===== src/rtl/router_pkg.sv =====
// Shared router definitions: width defaults, err codes, portin state encoding.
// Parity helper used by portin when PORTIN_PARITY_EN is defined.
package router_pkg;

  localparam int DEF_ADDR_W    = 4;
  localparam int DEF_PAYLOAD_W = 32;

  localparam logic [2:0] ERR_NONE   = 3'b000;
  localparam logic [2:0] ERR_SHORT  = 3'b001;
  localparam logic [2:0] ERR_LONG   = 3'b010;
  localparam logic [2:0] ERR_FULL   = 3'b011;
  localparam logic [2:0] ERR_PARITY = 3'b100;

  typedef enum logic [2:0] {
    S_IDLE = 3'd0,
    S_ADDR = 3'd1,
    S_PAD  = 3'd2,
    S_DATA = 3'd3,
    S_DROP = 3'd4
  } state_e;

  // Even-parity bit over a payload word.
  function automatic logic even_parity(input logic [DEF_PAYLOAD_W-1:0] v);
    return ^v;
  endfunction

endpackage


===== src/rtl/portin_sipo.sv =====
// sipo_shift: indexed serial-in/parallel-out register; clr zeroes the word,
// load writes bit_in at idx (clr and load together give a fresh word).
module sipo_shift #(
  parameter int W     = 8,
  parameter int IDX_W = (W > 1) ? $clog2(W) : 1
) (
  input  logic             clock,
  input  logic             reset,
  input  logic             clr,
  input  logic             load,
  input  logic [IDX_W-1:0] idx,
  input  logic             bit_in,
  output logic [W-1:0]     q
);

  logic [W-1:0] data_q;
  logic [W-1:0] data_d;
  logic [W-1:0] base_s;
  logic [W-1:0] onehot_s;

  // Next word: optional clear, then overwrite the selected bit.
  always_comb begin
    base_s   = clr ? {W{1'b0}} : data_q;
    onehot_s = W'(load) << idx;
    data_d   = (base_s & ~onehot_s) | (bit_in ? onehot_s : {W{1'b0}});
  end

  // Word register.
  always_ff @(posedge clock) begin
    if (reset) begin
      data_q <= {W{1'b0}};
    end else begin
      data_q <= data_d;
    end
  end

  assign q = data_q;

endmodule


===== src/rtl/portin.sv =====
// portin: serial router input port, frame deserialiser with error reporting.
// Optional feature macro: PORTIN_PARITY_EN (33rd data bit = even parity).
module portin
  import router_pkg::*;
#(
  parameter int ADDR_W    = DEF_ADDR_W,
  parameter int PAYLOAD_W = DEF_PAYLOAD_W
) (
  input  logic                 clock,
  input  logic                 reset,
  input  logic                 frame_n,
  input  logic                 valid_n,
  input  logic                 din,
  input  logic                 full,
  output logic                 push,
  output logic [ADDR_W-1:0]    addr,
  output logic [PAYLOAD_W-1:0] payload,
  output logic [2:0]           err,
  output logic                 busy
);

  localparam int AIDX_W = (ADDR_W > 1) ? $clog2(ADDR_W) : 1;
  localparam int PIDX_W = (PAYLOAD_W > 1) ? $clog2(PAYLOAD_W) : 1;
  localparam logic [5:0] ADDR_LAST = 6'(ADDR_W - 1);
  localparam logic [5:0] PL_BITS   = 6'(PAYLOAD_W);
`ifdef PORTIN_PARITY_EN
  localparam logic [5:0] FRAME_BITS = PL_BITS + 6'd1;
`else
  localparam logic [5:0] FRAME_BITS = PL_BITS;
`endif

  state_e      state_q, state_d;
  logic [5:0]  cnt_q, cnt_d;
  logic        push_q, push_d;
  logic [2:0]  err_q, err_d;
  logic        busy_q;
  logic        a_clr_s, a_load_s, p_clr_s, p_load_s;
  logic [AIDX_W-1:0] a_idx_s;
  logic [PIDX_W-1:0] p_idx_s;
`ifdef PORTIN_PARITY_EN
  logic        par_q, par_d;
`endif

  sipo_shift #(.W(ADDR_W)) u_addr_sipo (
    .clock  (clock),
    .reset  (reset),
    .clr    (a_clr_s),
    .load   (a_load_s),
    .idx    (a_idx_s),
    .bit_in (din),
    .q      (addr)
  );

  sipo_shift #(.W(PAYLOAD_W)) u_payload_sipo (
    .clock  (clock),
    .reset  (reset),
    .clr    (p_clr_s),
    .load   (p_load_s),
    .idx    (p_idx_s),
    .bit_in (din),
    .q      (payload)
  );

  // Frame FSM: next state, bit steering and end-of-frame verdict.
  always_comb begin
    state_d  = state_q;
    cnt_d    = cnt_q;
    push_d   = 1'b0;
    err_d    = ERR_NONE;
    a_clr_s  = 1'b0;
    a_load_s = 1'b0;
    a_idx_s  = cnt_q[AIDX_W-1:0];
    p_clr_s  = 1'b0;
    p_load_s = 1'b0;
    p_idx_s  = cnt_q[PIDX_W-1:0];
`ifdef PORTIN_PARITY_EN
    par_d    = par_q;
`endif
    case (state_q)
      S_IDLE: begin
        if (!frame_n) begin
          if (valid_n) begin
            a_clr_s  = 1'b1;
            p_clr_s  = 1'b1;
            a_load_s = 1'b1;
            a_idx_s  = {AIDX_W{1'b0}};
            if (ADDR_W == 1) begin
              state_d = S_PAD;
              cnt_d   = 6'd0;
            end else begin
              state_d = S_ADDR;
              cnt_d   = 6'd1;
            end
          end else begin
            err_d   = ERR_SHORT;
            state_d = S_DROP;
          end
        end else begin
          cnt_d = 6'd0;
        end
      end
      S_ADDR: begin
        if (frame_n) begin
          err_d   = ERR_SHORT;
          state_d = S_IDLE;
          cnt_d   = 6'd0;
        end else if (!valid_n) begin
          err_d   = ERR_SHORT;
          state_d = S_DROP;
          cnt_d   = 6'd0;
        end else begin
          a_load_s = 1'b1;
          if (cnt_q == ADDR_LAST) begin
            state_d = S_PAD;
            cnt_d   = 6'd0;
          end else begin
            cnt_d = cnt_q + 6'd1;
          end
        end
      end
      S_PAD: begin
        if (frame_n) begin
          err_d   = ERR_SHORT;
          state_d = S_IDLE;
        end else if (!valid_n) begin
          p_load_s = 1'b1;
          p_idx_s  = {PIDX_W{1'b0}};
          cnt_d    = 6'd1;
          state_d  = S_DATA;
        end else begin
          state_d = S_PAD;
        end
      end
      S_DATA: begin
        if (frame_n) begin
          state_d = S_IDLE;
          cnt_d   = 6'd0;
          if (cnt_q != FRAME_BITS) begin
            err_d = ERR_SHORT;
          end else begin
`ifdef PORTIN_PARITY_EN
            // Parity outranks FULL: a corrupt word is never worth reporting as blocked.
            if (par_q != even_parity(payload)) begin
              err_d = ERR_PARITY;
            end else if (full) begin
              err_d = ERR_FULL;
            end else begin
              push_d = 1'b1;
            end
`else
            if (full) begin
              err_d = ERR_FULL;
            end else begin
              push_d = 1'b1;
            end
`endif
          end
        end else if (!valid_n) begin
          if (cnt_q == FRAME_BITS) begin
            err_d   = ERR_LONG;
            state_d = S_DROP;
            cnt_d   = 6'd0;
          end else begin
`ifdef PORTIN_PARITY_EN
            if (cnt_q < PL_BITS) begin
              p_load_s = 1'b1;
            end else begin
              par_d = din;
            end
`else
            p_load_s = 1'b1;
`endif
            cnt_d = cnt_q + 6'd1;
          end
        end else begin
          cnt_d = cnt_q;
        end
      end
      S_DROP: begin
        if (frame_n) begin
          state_d = S_IDLE;
          cnt_d   = 6'd0;
        end else begin
          state_d = S_DROP;
        end
      end
      default: begin
        state_d = S_IDLE;
        cnt_d   = 6'd0;
      end
    endcase
  end

  // State, counter and registered output strobes.
  always_ff @(posedge clock) begin
    if (reset) begin
      state_q <= S_IDLE;
      cnt_q   <= 6'd0;
      push_q  <= 1'b0;
      err_q   <= ERR_NONE;
      busy_q  <= 1'b0;
`ifdef PORTIN_PARITY_EN
      par_q   <= 1'b0;
`endif
    end else begin
      state_q <= state_d;
      cnt_q   <= cnt_d;
      push_q  <= push_d;
      err_q   <= err_d;
      busy_q  <= (state_d != S_IDLE);
`ifdef PORTIN_PARITY_EN
      par_q   <= par_d;
`endif
    end
  end

  assign push = push_q;
  assign err  = err_q;
  assign busy = busy_q;

endmodule


===== config.mk =====
export PLATFORM = sky130hd
export DESIGN_NAME = portin
export DESIGN_NICKNAME = d
export VERILOG_FILES = /design/src/rtl/router_pkg.sv /design/src/rtl/portin_sipo.sv /design/src/rtl/portin.sv
export SDC_FILE = /design/constraint.sdc
export NUM_CORES = 1
export LEC_CHECK = 0
export BUFFER_PORTS_ARGS = -buffer_cell sky130_fd_sc_hd__buf_2
export CAP_MARGIN = 20
export CORE_AREA = 4 4 83 85
export CTS_BUF_LIST = sky130_fd_sc_hd__clkbuf_4 sky130_fd_sc_hd__clkbuf_8 sky130_fd_sc_hd__clkbuf_16
export CTS_CLUSTER_SIZE = 30
export DETAILED_ROUTE_END_ITERATION = 7
export DIE_AREA = 0 0 87 89
export PLACE_DENSITY = 0.58
export SLEW_MARGIN = 10
export SYNTH_ARGS = -nofsm -noshare
export SYNTH_HDL_FRONTEND = slang
export SYNTH_SLANG_ARGS = --single-unit

===== constraint.sdc =====
create_clock -name clock -period 2.3 [get_ports clock]
set_input_delay 0.46 -clock clock [delete_from_list [all_inputs] [get_ports clock]]
set_output_delay 0.46 -clock clock [all_outputs]
set_load 0.01 [all_outputs]

==> results of run 1 <==
[cell families after synthesis]
| kind of cell | after synthesis | synth area share (%) |
|---|---|---|
| and+or+nand+nor | 145 | 29.8 |
| other | 1 | 0.152 |
| muxes | 21 | 8.53 |
| buffers and inverters | 24 | 4.42 |
| DFF | 49 | 39.8 |
| AOI/OAI and AO/OA | 57 | 16.2 |
| adders and majority gates | 2 | 1.02 |
[state kept, by name, indices dropped and copies added, names as in the netlist]
signal,count
busy,1
cnt_q,6
err,2
push,1
state_q,3
u_addr_sipo.q,4
u_payload_sipo.q,32
[final cells by class]
class / instances / area [um2] / share of cell area [%]
Clock buffer: 5 / 68.8 / 2.41
Inverter: 5 / 18.8 / 0.657
Timing Repair Buffer: 54 / 293 / 10.2
Tap cell: 77 / 96.3 / 3.37
Multi-Input combinational cell: 226 / 1380 / 48.1
Clock inverter: 3 / 25.0 / 0.876
Sequential cell: 49 / 981 / 34.3
[layout by cell type (no fill, tap or decap), types with 3 or more instances in the layout]
cell	synthesis	layout
sky130_fd_sc_hd__nor3_1	7	7
sky130_fd_sc_hd__nand3b_1	4	4
sky130_fd_sc_hd__o211ai_1	3	3
sky130_fd_sc_hd__buf_4	1	9
sky130_fd_sc_hd__nand2_1	59	59
sky130_fd_sc_hd__nor2b_1	6	6
sky130_fd_sc_hd__o21ai_0	9	9
sky130_fd_sc_hd__a21oi_1	15	15
sky130_fd_sc_hd__nand2b_1	8	8
sky130_fd_sc_hd__nand3_1	21	21
sky130_fd_sc_hd__clkbuf_8	0	5
sky130_fd_sc_hd__nor2_1	16	16
sky130_fd_sc_hd__a21o_1	4	4
sky130_fd_sc_hd__inv_1	5	5
sky130_fd_sc_hd__or3_1	6	6
sky130_fd_sc_hd__buf_2	6	45
sky130_fd_sc_hd__a22o_1	3	3
sky130_fd_sc_hd__a31oi_1	4	4
sky130_fd_sc_hd__mux2i_1	21	21
sky130_fd_sc_hd__or2_2	3	3
sky130_fd_sc_hd__dfxtp_1	49	49
[critical path, stage by stage, from the launching register on]
cell and delay [ps]:
sky130_fd_sc_hd__dfxtp_1 550, sky130_fd_sc_hd__inv_1 80, sky130_fd_sc_hd__ha_1 210, sky130_fd_sc_hd__and2_1 220, sky130_fd_sc_hd__a211oi_2 490, sky130_fd_sc_hd__nand2_1 110
sky130_fd_sc_hd__a31oi_1 200, sky130_fd_sc_hd__nor2_1 60
[metal layers]
layer,vias to the layer above,share of wire (%),GRT usage [%]
met5,-,0,0
met4,0,0.72,2.97
met3,5,5.9,4.33
met2,58,45,24.8
met1,1047,49,24.5
li1,1136,-,-
[metrics by stage]
step	worst slack [ps]	std cells	utilization, %
2_1_floorplan	356	299	-
4_1_cts	296	419	46.1
3_5_place_dp	221	411	44.5
3_3_place_gp	262	411	44.5
5_1_grt	80.8	419	46.1
6_report	278	419	46.1
[path summary, 6_finish.rpt]
kind | startpoint | to | slack, ps | cells after the start
max reg2reg | cnt_q[1] | u_payload_sipo.q[27] | 280 | 7
min | full | push | 340 | 2
max | cnt_q[1] | u_payload_sipo.q[27] | 280 | 7
min reg2reg | u_payload_sipo.q[5] | u_payload_sipo.q[5] | 460 | 2
[report_power, final]
part	switching (uW)	internal (uW)
Clock	317	220
Combinational	69.6	35.4
Sequential	6.72	854
==> impl_table.tex, run 1 <==
\begin{tabular}{lr}
\hline
Metric & Value \\
\hline
\multicolumn{2}{l}{\textbf{Status}} \\
Result of the run & completed \\
\multicolumn{2}{l}{\textbf{Floorplanning}} \\
Starting Density & 39.7\% \\
Core Area & 6200 um2 \\
Floorplan die height & 89 um \\
Number of standard-cell rows in the floorplan & 29 \\
Die Outline Area & 7740 um2 \\
I/O pin count & 47 \\
Die span in x & 87 um \\
\multicolumn{2}{l}{\textbf{Critical path}} \\
Critical Path Sink Type & flop \\
Maximum fanout count along the critical path & 12 \\
Kind of critical path & reg2reg \\
Required time at the endpoint of the critical path & 2500 ps \\
Arrival time of data at the critical path endpoint & 2220 ps \\
Kind of launch point of the worst setup path & flop \\
\multicolumn{2}{l}{\textbf{Job}} \\
Count of max-cap constraint violations & 0 \\
\multicolumn{2}{l}{\textbf{Layout}} \\
Fill cells & 603 \\
Area of all placed cells without fillers & 2860 um2 \\
Final nets & 349 \\
Antenna Diode Count & 0 \\
Share of cells above drive strength 1 & 21.3\% \\
Synth-to-Final Area Change & 15.9\% \\
\multicolumn{2}{l}{\textbf{STA}} \\
Slew Limit Headroom & 54.7\% \\
Transition time at the pin with the least slew margin & 678 ps \\
Total Neg Setup Slack & 0 ps \\
Worst clock skew on the final layout & 13.5 ps \\
Final setup viols & 0 \\
RSZ-0062 raised after global routing & false \\
Final Hold Slack & 338 ps \\
Highest achievable clock rate & 494 MHz \\
Max-slew violations & 0 \\
Final clock period utilization by the worst path & 87.9\% \\
Final critical delay including setup and external delays & 2020 ps \\
Final count of hold timing violations & 0 \\
\multicolumn{2}{l}{\textbf{Pwr}} \\
PnR Total Power & 1500 uW \\
Cell leakage power & 0.00124 uW \\
Worst voltage drop across the vdd grid & 0.254 mV \\
Power density cells & 526 nW/um2 \\
\multicolumn{2}{l}{\textbf{Logic synthesis}} \\
Most common cell in the netlist & sky130\_fd\_sc\_hd\_\_nand2\_1 \\
Fraction of the yosys area taken by sequential cells & 39.8\% \\
Synth unique cells & 52 \\
Fraction of registers with async set or reset after synthesis & 0\% \\
Top-area cell type share of the netlist area & 39.8\% \\
Number of warnings printed during yosys synthesis & 0 \\
Library cell occupying the most area in the post-synthesis netlist & sky130\_fd\_sc\_hd\_\_dfxtp\_1 \\
Synth Cell Area & 2460 um2 \\
FF+latch count, synth & 49 \\
Number of enable flip-flop cells after synthesis & 0 \\
Largest cells by area after synthesis & sky130\_fd\_sc\_hd\_\_dfxtp\_1, sky130\_fd\_sc\_hd\_\_nand2\_1, sky130\_fd\_sc\_hd\_\_mux2i\_1, sky130\_fd\_sc\_hd\_\_nand3\_1, sky130\_fd\_sc\_hd\_\_a21oi\_1 \\
Leading cell types by count after synthesis & sky130\_fd\_sc\_hd\_\_nand2\_1, sky130\_fd\_sc\_hd\_\_dfxtp\_1, sky130\_fd\_sc\_hd\_\_mux2i\_1, sky130\_fd\_sc\_hd\_\_nand3\_1, sky130\_fd\_sc\_hd\_\_nor2\_1 \\
Count of mapped cells out of synthesis & 299 \\
Most used flip-flop cell after synthesis & sky130\_fd\_sc\_hd\_\_dfxtp\_1 \\
Net count of the mapped netlist & 307 \\
Average cell area after synthesis & 8.24 um2 \\
\multicolumn{2}{l}{\textbf{Clocking}} \\
Buffer cell driving the clock tree root & sky130\_fd\_sc\_hd\_\_clkbuf\_8 \\
Clock buffers created by TritonCTS & 5 \\
Longest Clk Path Bufs & 2 \\
CTS tree & done \\
Latest clock arrival within the worst-skew pair & 310 ps \\
Clock transition at path regs & 100 ps \\
Resized cells post-CTS & 0 \\
\# H-tree levels & 2 \\
Number of clock sinks & 49 \\
Hold buffer count at cts & 0 \\
Number of buffers inserted by post-CTS setup repair & 0 \\
\multicolumn{2}{l}{\textbf{Detailed routing}} \\
Via density per instance & 5.36 \\
Total via count in the routed design & 2246 \\
Final routed wirelength across all metal layers & 6080 um \\
Average detailed-routed wire length per instance & 14.5 um \\
Number of violations reported at the end of detailed-routing iteration 0 & 101 \\
Pre-Repair DR Iteration Count & 4 \\
Number of remaining DRC errors & 0 \\
Post-route ant nets & 0 \\
\multicolumn{2}{l}{\textbf{Hold path}} \\
Worst hold path type & in2reg \\
\multicolumn{2}{l}{\textbf{Global routing}} \\
Pin count of the biggest net entering global routing & 25 \\
Initial antenna violation count & 0 \\
Total global routing overflow & 0 \\
GRT Overall Usage & 16.7\% \\
Via count of the first global-routing pass & 2039 \\
First-pass GRT wire length & 10300 um \\
\multicolumn{2}{l}{\textbf{Placement}} \\
Placed wire-length estimate after detailed placement & 4430 um \\
Buffers on Ports & 45 \\
Routability cong. & 0.844 \\
Area post-placement & 2760 um2 \\
\hline
\end{tabular}
No activity file was read; power rests on OpenSTA's default activity.
==> run 2: changes to the inputs <==
--- a/config.mk
+++ b/config.mk
@@ -7,12 +7,14 @@
 export LEC_CHECK = 0
 export BUFFER_PORTS_ARGS = -buffer_cell sky130_fd_sc_hd__buf_2
 export CAP_MARGIN = 20
-export CORE_AREA = 4 4 83 85
+export CELL_PAD_IN_SITES_DETAIL_PLACEMENT = 2
+export CELL_PAD_IN_SITES_GLOBAL_PLACEMENT = 2
+export CORE_AREA = 4 4 93 95
 export CTS_BUF_LIST = sky130_fd_sc_hd__clkbuf_4 sky130_fd_sc_hd__clkbuf_8 sky130_fd_sc_hd__clkbuf_16
 export CTS_CLUSTER_SIZE = 30
 export DETAILED_ROUTE_END_ITERATION = 7
-export DIE_AREA = 0 0 87 89
-export PLACE_DENSITY = 0.58
+export DIE_AREA = 0 0 97 99
+export PLACE_DENSITY = 0.75
 export SLEW_MARGIN = 10
 export SYNTH_ARGS = -nofsm -noshare
 export SYNTH_HDL_FRONTEND = slang
==> run 2 against run 1 <==
Compared with the run above: sequential share of layout area is 1.4 points lower; clock skew is 3.6 ps lower; first-iteration DRC count is 23% higher; utilization is 7.5 points lower; critical endpoint is now u_payload_sipo.q[0].
==> impl_table.tex, run 2 (synthesis gave the netlist of run 1 again) <==
\begin{tabular}{lr}
\hline
Metric & Value \\
\hline
\multicolumn{2}{l}{\textbf{Placement}} \\
Buffers on Ports & 45 \\
Worst slack after detailed placement & 184 ps \\
Routability cong. & 0.808 \\
Placed wire-length estimate after detailed placement & 6040 um \\
Dpl cells & 445 \\
\multicolumn{2}{l}{\textbf{Critical path}} \\
R2r worst-path depth & 5 \\
Maximum fanout count along the critical path & 13 \\
Required time at the endpoint of the critical path & 2560 ps \\
Arrival time of data at the critical path endpoint & 2260 ps \\
Reg-to-Reg End & u\_payload\_sipo.q[0] \\
Worst reg-to-reg setup slack & 300 ps \\
Critical Path Sink Type & flop \\
Kind of launch point of the worst setup path & flop \\
Kind of critical path & reg2reg \\
R2r startpoint & cnt\_q[3] \\
\multicolumn{2}{l}{\textbf{Layout}} \\
Most common cell after layout, fill and taps aside & sky130\_fd\_sc\_hd\_\_nand2\_1 \\
Share of cells above drive strength 1 & 23.6\% \\
Synth-to-Final Area Change & 20.8\% \\
Antenna Diode Count & 0 \\
Filler-free cell count of the finished design & 453 \\
Final nets & 358 \\
Most used cells in the layout excluding fill and tap cells & sky130\_fd\_sc\_hd\_\_nand2\_1, sky130\_fd\_sc\_hd\_\_dfxtp\_1, sky130\_fd\_sc\_hd\_\_buf\_2 \\
Post-route core utilization & 38.5\% \\
Max FFs per register & 32 \\
Fill cells & 902 \\
\multicolumn{2}{l}{\textbf{STA}} \\
Max-slew violations & 0 \\
RSZ-0062 raised after global routing & false \\
Worst clock skew on the final layout & 9.84 ps \\
Highest achievable clock rate & 499 MHz \\
Final critical delay including setup and external delays & 2000 ps \\
Final clock period utilization by the worst path & 87.1\% \\
Transition time at the pin with the least slew margin & 612 ps \\
Total Neg Setup Slack & 0 ps \\
Slack of the critical path & 298 ps \\
Final Hold Slack & 342 ps \\
Final setup viols & 0 \\
Slew Limit Headroom & 58.9\% \\
Final count of hold timing violations & 0 \\
\multicolumn{2}{l}{\textbf{Detailed routing}} \\
Number of remaining DRC errors & 0 \\
Via density per instance & 5.24 \\
Pre-Repair DR Iteration Count & 4 \\
Average detailed-routed wire length per instance & 17.5 um \\
Final routed wirelength across all metal layers & 7920 um \\
Total via count in the routed design & 2372 \\
Number of violations reported at the end of detailed-routing iteration 0 & 124 \\
Post-route ant nets & 0 \\
\multicolumn{2}{l}{\textbf{Clocking}} \\
Longest Clk Path Bufs & 2 \\
Clock buffers created by TritonCTS & 5 \\
Hold buffer count at cts & 0 \\
Buffer cell driving the clock tree root & sky130\_fd\_sc\_hd\_\_clkbuf\_8 \\
Number of clock sinks & 49 \\
\# H-tree levels & 2 \\
CTS tree & done \\
Latest clock arrival within the worst-skew pair & 320 ps \\
Clock transition at path regs & 110 ps \\
\multicolumn{2}{l}{\textbf{Status}} \\
Result of the run & completed \\
\multicolumn{2}{l}{\textbf{Floorplanning}} \\
I/O pin count & 47 \\
Die span in x & 97 um \\
Starting Density & 31.9\% \\
Die Outline Area & 9600 um2 \\
Core Area & 7730 um2 \\
Floorplan die height & 99 um \\
Number of standard-cell rows in the floorplan & 32 \\
\multicolumn{2}{l}{\textbf{Hold path}} \\
Worst hold endpoint & push \\
Worst hold path type & in2reg \\
Startpoint of the worst hold path & full \\
Hold depth & 2 \\
\multicolumn{2}{l}{\textbf{Pwr}} \\
Worst voltage drop across the vdd grid & 0.272 mV \\
Cell leakage power & 0.00130 uW \\
Power density cells & 523 nW/um2 \\
\multicolumn{2}{l}{\textbf{Global routing}} \\
GRT Overall Usage & 16.7\% \\
First-pass GRT wire length & 13000 um \\
Via count of the first global-routing pass & 2504 \\
Initial antenna violation count & 0 \\
Total global routing overflow & 0 \\
Pin count of the biggest net entering global routing & 25 \\
\multicolumn{2}{l}{\textbf{Job}} \\
Count of max-cap constraint violations & 0 \\
\hline
\end{tabular}
==> run 2: changes by cell type in the layout (fill, tap and decap cells not counted), sizes merged <==
cell / before / now
clkinv: 1 / 0
inv: 6 / 8
clkinvlp: 1 / 0
buf: 54 / 63
==> run 2: worst max-delay path, stage by stage, from the launching register on <==
cell and delay [ps]:
sky130_fd_sc_hd__dfxtp_1 640, sky130_fd_sc_hd__or3_1 270, sky130_fd_sc_hd__o21ai_2 130, sky130_fd_sc_hd__or4_4 460, sky130_fd_sc_hd__o21ai_0 240, sky130_fd_sc_hd__mux2i_1 200
==> run 2: report_power, final <==
part | leakage (uW) | switching [uW] | total [uW] | internal [uW]
clock network | 0.0000511 | 345 | 575 | 231
logic | 0.000849 | 79.4 | 122 | 42.3
registers | 0.000395 | 6.40 | 860 | 854
total | 0.00130 | 430 | 1560 | 1130
==> run 2: through the flow <==
stage,power [uW],area [um2]
6_report,1560,2980
5_1_grt,1630,2980
4_1_cts,1580,2970
3_5_place_dp,1000,2880
3_3_place_gp,999,2880
2_1_floorplan,955,2460
==> run 2: cell type report <==
type                    count  area [um2]  share of cell area [%]
well taps                 102         128                    4.29
multi-input cells         226        1380                    46.3
clock inverters             3        28.8                   0.967
repair buffers             63         373                    12.5
clock buffers               5        68.8                    2.31
inverters                   5        18.8                   0.631
flip-flops and latches     49         981                    33.0
==> run 2: repair_timing <==
| action | in CTS | in global routing |
|---|---|---|
| resized for setup | 0 | 1 |
| setup endpoints to repair | 0 | 1 |
| buffers inserted | 0 | 0 |
| endpoints found under the hold margin | 0 | 0 |
==> run 2: worst max-delay path by stage <==
stage	cells after the start	to	from	slack, ps
after floorplan	8	u_payload_sipo.q[0]	cnt_q[0]	360
after CTS	4	u_payload_sipo.q[21]	cnt_q[4]	160
after detailed placement	6	u_payload_sipo.q[0]	frame_n	180
after global routing	7	u_payload_sipo.q[9]	cnt_q[1]	160
final	5	u_payload_sipo.q[0]	cnt_q[3]	300
after global placement	6	u_payload_sipo.q[0]	frame_n	260
==> run 2: metal layers <==
layer | track usage (%) | part of all wire, % | up-vias
met5 | 0 | 0 | -
met4 | 3.78 | 1.0 | 0
met3 | 3.61 | 3.7 | 8
met2 | 29.0 | 49 | 43
met1 | 21.1 | 47 | 1172
li1 | - | - | 1149
==> run 3: changes to the inputs <==
--- a/config.mk
+++ b/config.mk
@@ -5,15 +5,16 @@
 export SDC_FILE = /design/constraint.sdc
 export NUM_CORES = 1
 export LEC_CHECK = 0
+export ABC_AREA = 1
 export BUFFER_PORTS_ARGS = -buffer_cell sky130_fd_sc_hd__buf_2
 export CAP_MARGIN = 20
 export CELL_PAD_IN_SITES_DETAIL_PLACEMENT = 2
 export CELL_PAD_IN_SITES_GLOBAL_PLACEMENT = 2
-export CORE_AREA = 4 4 93 95
+export CORE_AREA = 4 4 103 105
 export CTS_BUF_LIST = sky130_fd_sc_hd__clkbuf_4 sky130_fd_sc_hd__clkbuf_8 sky130_fd_sc_hd__clkbuf_16
 export CTS_CLUSTER_SIZE = 30
 export DETAILED_ROUTE_END_ITERATION = 7
-export DIE_AREA = 0 0 97 99
+export DIE_AREA = 0 0 107 109
 export PLACE_DENSITY = 0.75
 export SLEW_MARGIN = 10
 export SYNTH_ARGS = -nofsm -noshare
==> run 3 against run 2 <==
Compared with the run above: worst setup slack better by 9.0 ps; critical endpoint is now u_payload_sipo.q[31]; critical path depth up 5; design area increased by 11%; routed wire length increased by 21%; via count rose by 27%; clock power decreased by 2%; cell count is 36% higher; power is 0.53% higher; highest routed layer unchanged; non-clock buffer count fell by 7.
==> impl_table.tex, run 3 <==
\begin{tabular}{lr}
\hline
Metric & Value \\
\hline
\multicolumn{2}{l}{\textbf{Layout}} \\
Most used cells in the layout excluding fill and tap cells & sky130\_fd\_sc\_hd\_\_nand2\_1, sky130\_fd\_sc\_hd\_\_nor2\_1, sky130\_fd\_sc\_hd\_\_dfxtp\_1 \\
Synth-to-Final Area Change & 15.1\% \\
Max FFs per register & 32 \\
Antenna Diode Count & 0 \\
Most common cell after layout, fill and taps aside & sky130\_fd\_sc\_hd\_\_nand2\_1 \\
Final nets & 492 \\
Share of cells above drive strength 1 & 18.8\% \\
\multicolumn{2}{l}{\textbf{Critical path}} \\
Critical Path Sink Type & flop \\
Critical-path top delay cell & sky130\_fd\_sc\_hd\_\_dfxtp\_1 \\
Kind of launch point of the worst setup path & flop \\
Arrival time of data at the critical path endpoint & 2200 ps \\
R2r worst-path depth & 10 \\
Delay of the slowest cell on the worst path & 520 ps \\
Kind of critical path & reg2reg \\
Worst reg-to-reg setup slack & 310 ps \\
Reg-to-Reg End & u\_payload\_sipo.q[31] \\
Required time at the endpoint of the critical path & 2510 ps \\
Cells along the critical path & inv\_1 > ha\_1 > nand2\_1 > inv\_1 > nand3\_4 > nand3\_1 > nor2\_2 > nand3\_1 > o21ai\_0 > nor2\_1 \\
Maximum fanout count along the critical path & 9 \\
R2r startpoint & cnt\_q[1] \\
\multicolumn{2}{l}{\textbf{Clocking}} \\
Number of buffers inserted by post-CTS setup repair & 0 \\
Number of clock sinks & 49 \\
Clock buffers created by TritonCTS & 5 \\
CTS tree & done \\
Buffer cell driving the clock tree root & sky130\_fd\_sc\_hd\_\_clkbuf\_8 \\
Longest Clk Path Bufs & 2 \\
\# H-tree levels & 2 \\
Hold buffer count at cts & 0 \\
Resized cells post-CTS & 0 \\
Latest clock arrival within the worst-skew pair & 310 ps \\
Clock transition at path regs & 100 ps \\
\multicolumn{2}{l}{\textbf{Pwr}} \\
Worst voltage drop across the vdd grid & 0.248 mV \\
Cell leakage power & 0.00157 uW \\
Power density cells & 472 nW/um2 \\
\multicolumn{2}{l}{\textbf{Global routing}} \\
First-pass GRT wire length & 16200 um \\
Total global routing overflow & 0 \\
Pin count of the biggest net entering global routing & 32 \\
Via count of the first global-routing pass & 3282 \\
GRT Overall Usage & 17.4\% \\
Initial antenna violation count & 0 \\
\multicolumn{2}{l}{\textbf{Detailed routing}} \\
Routed length on met3 & 181 um \\
Routed length on met1 & 4570 um \\
Final routed wirelength across all metal layers & 9620 um \\
Met2 wire len & 4790 um \\
Number of violations reported at the end of detailed-routing iteration 0 & 119 \\
Top sig layer & met4 \\
Pre-Repair DR Iteration Count & 4 \\
Total via count in the routed design & 3009 \\
Post-route ant nets & 0 \\
Average detailed-routed wire length per instance & 15.6 um \\
Number of remaining DRC errors & 0 \\
Via density per instance & 4.88 \\
\multicolumn{2}{l}{\textbf{Logic synthesis}} \\
Basic-gate share of the synthesized area counting and, or, nand and nor cells & 47.4\% \\
Leading cell types by count after synthesis & sky130\_fd\_sc\_hd\_\_nand2\_1, sky130\_fd\_sc\_hd\_\_nor2\_1, sky130\_fd\_sc\_hd\_\_dfxtp\_1 \\
Adder-cell share of the synthesized area & 0.869\% \\
FF+latch count, synth & 49 \\
Average cell area after synthesis & 6.49 um2 \\
Number of enable flip-flop cells after synthesis & 0 \\
Number of warnings printed during yosys synthesis & 0 \\
Synth unique cells & 34 \\
Fraction of registers with async set or reset after synthesis & 0\% \\
Top-area cell type share of the netlist area & 34.1\% \\
Most common cell in the netlist & sky130\_fd\_sc\_hd\_\_nand2\_1 \\
Fraction of the mapped netlist area in compound gates & 5.04\% \\
Fraction of the yosys area taken by sequential cells & 34.1\% \\
Combinational family with the most area after synthesis & simple AND/OR/NAND/NOR gates \\
Mux contribution to synthesized area & 0\% \\
Synth Cell Area & 2880 um2 \\
Most used flip-flop cell after synthesis & sky130\_fd\_sc\_hd\_\_dfxtp\_1 \\
Library cell occupying the most area in the post-synthesis netlist & sky130\_fd\_sc\_hd\_\_dfxtp\_1 \\
Largest cells by area after synthesis & sky130\_fd\_sc\_hd\_\_dfxtp\_1, sky130\_fd\_sc\_hd\_\_nand2\_1, sky130\_fd\_sc\_hd\_\_nor2\_1, sky130\_fd\_sc\_hd\_\_nand3\_1, sky130\_fd\_sc\_hd\_\_inv\_1 \\
Share of the synthesized netlist area taken by xor and xnor gates & 0.304\% \\
Count of mapped cells out of synthesis & 444 \\
Net count of the mapped netlist & 452 \\
\multicolumn{2}{l}{\textbf{Floorplanning}} \\
Floorplan die height & 109 um \\
Die span in x & 107 um \\
Core Area & 9640 um2 \\
Starting Density & 29.9\% \\
Die Outline Area & 11700 um2 \\
I/O pin count & 47 \\
Number of standard-cell rows in the floorplan & 36 \\
\multicolumn{2}{l}{\textbf{STA}} \\
Final clock period utilization by the worst path & 86.7\% \\
Final critical delay including setup and external delays & 1990 ps \\
Slew Limit Headroom & 48.4\% \\
Transition time at the pin with the least slew margin & 773 ps \\
Highest achievable clock rate & 502 MHz \\
Worst clock skew on the final layout & 3.22 ps \\
Final setup viols & 0 \\
Final count of hold timing violations & 0 \\
RSZ-0062 raised after global routing & false \\
Max-slew violations & 0 \\
Final Hold Slack & 343 ps \\
Total Neg Setup Slack & 0 ps \\
\multicolumn{2}{l}{\textbf{Placement}} \\
Placed wire-length estimate after detailed placement & 7250 um \\
Buffers on Ports & 45 \\
Routability cong. & 0.785 \\
\multicolumn{2}{l}{\textbf{Job}} \\
Count of max-cap constraint violations & 0 \\
\multicolumn{2}{l}{\textbf{Hold path}} \\
Startpoint of the worst hold path & full \\
Worst hold endpoint & push \\
Hold depth & 2 \\
Worst hold path type & in2reg \\
\multicolumn{2}{l}{\textbf{Status}} \\
Result of the run & completed \\
\hline
\end{tabular}
## run 3: cell count changes after synthesis, moves of 6 or more
cell / delta
sky130_fd_sc_hd__nand2_1: +73
sky130_fd_sc_hd__nor2_1: +46
sky130_fd_sc_hd__inv_1: +42
sky130_fd_sc_hd__mux2i_1: -21
sky130_fd_sc_hd__nand4_1: +21
sky130_fd_sc_hd__nand3_1: +20
sky130_fd_sc_hd__a21oi_1: -9
sky130_fd_sc_hd__nor2_4: +9
sky130_fd_sc_hd__nand2b_1: -8
sky130_fd_sc_hd__nor2b_1: -6
sky130_fd_sc_hd__or3_1: -6
## run 3: layout make-up
| class | count | area [um2] |
|---|---|---|
| fill | 1214 | 6320 |
| clock buffer | 6 | 82.6 |
| timing repair buffer | 56 | 320 |
| multi-input combinational | 318 | 1550 |
| inverter | 54 | 208 |
| sequential | 49 | 981 |
| clock inverter | 1 | 7.51 |
| tap | 133 | 166 |
## run 3: per-stage QoR
| stage | instances | utilization [%] | power (uW) | area [um2] | setup WS [ps] |
|---|---|---|---|---|---|
| 3_3_place_gp | 610 | 33.4 | 1020 | 3220 | 238 |
| 3_5_place_dp | 610 | 33.4 | 1030 | 3220 | 55.7 |
| 5_1_grt | 617 | 34.4 | 1650 | 3310 | 3.16 |
| 2_1_floorplan | 444 | - | 975 | 2880 | 575 |
| 4_1_cts | 617 | 34.4 | 1590 | 3310 | 168 |
| 6_report | 617 | 34.4 | 1570 | 3310 | 307 |
## run 3: worst max path at each step
stage	start	endpoint	cells after the start
2_1_floorplan	cnt_q[0]	u_payload_sipo.q[15]	10
3_3_place_gp	frame_n	u_payload_sipo.q[3]	10
3_5_place_dp	frame_n	u_payload_sipo.q[15]	10
5_1_grt	cnt_q[1]	u_payload_sipo.q[31]	10
4_1_cts	state_q[2]	u_payload_sipo.q[15]	9
6_report	cnt_q[1]	u_payload_sipo.q[31]	10
## run 3: cells by family after synthesis
family	after synthesis
AOI/OAI and AO/OA	26
xor gates and xnor gates	1
adders and majority gates	2
buffers and inverters	77
DFF	49
other	1
and+or+nand+nor	288
## run 3: routing by layer
| metal | track usage [%] | vias to the layer above |
|---|---|---|
| met5 | 0 | - |
| met4 | 3.47 | 0 |
| met3 | 2.66 | 5 |
| met2 | 31.5 | 30 |
| met1 | 22.1 | 1492 |
| li1 | - | 1482 |
## run 3: worst max-delay path, delay by kind of cell (launching register included)
kind                       cells  cell delay, ps
buffers and inverters          2             200
and+or+nand+nor                6             780
AOI/OAI and AO/OA              1             210
adders and majority gates      1             190
DFF                            1             520
## run 3: power by group
group          total, uW  internal (uW)  switching [uW]
clock network        563            239             324
registers            863            856            7.20
logic                139           38.8             100
total               1570           1130             431
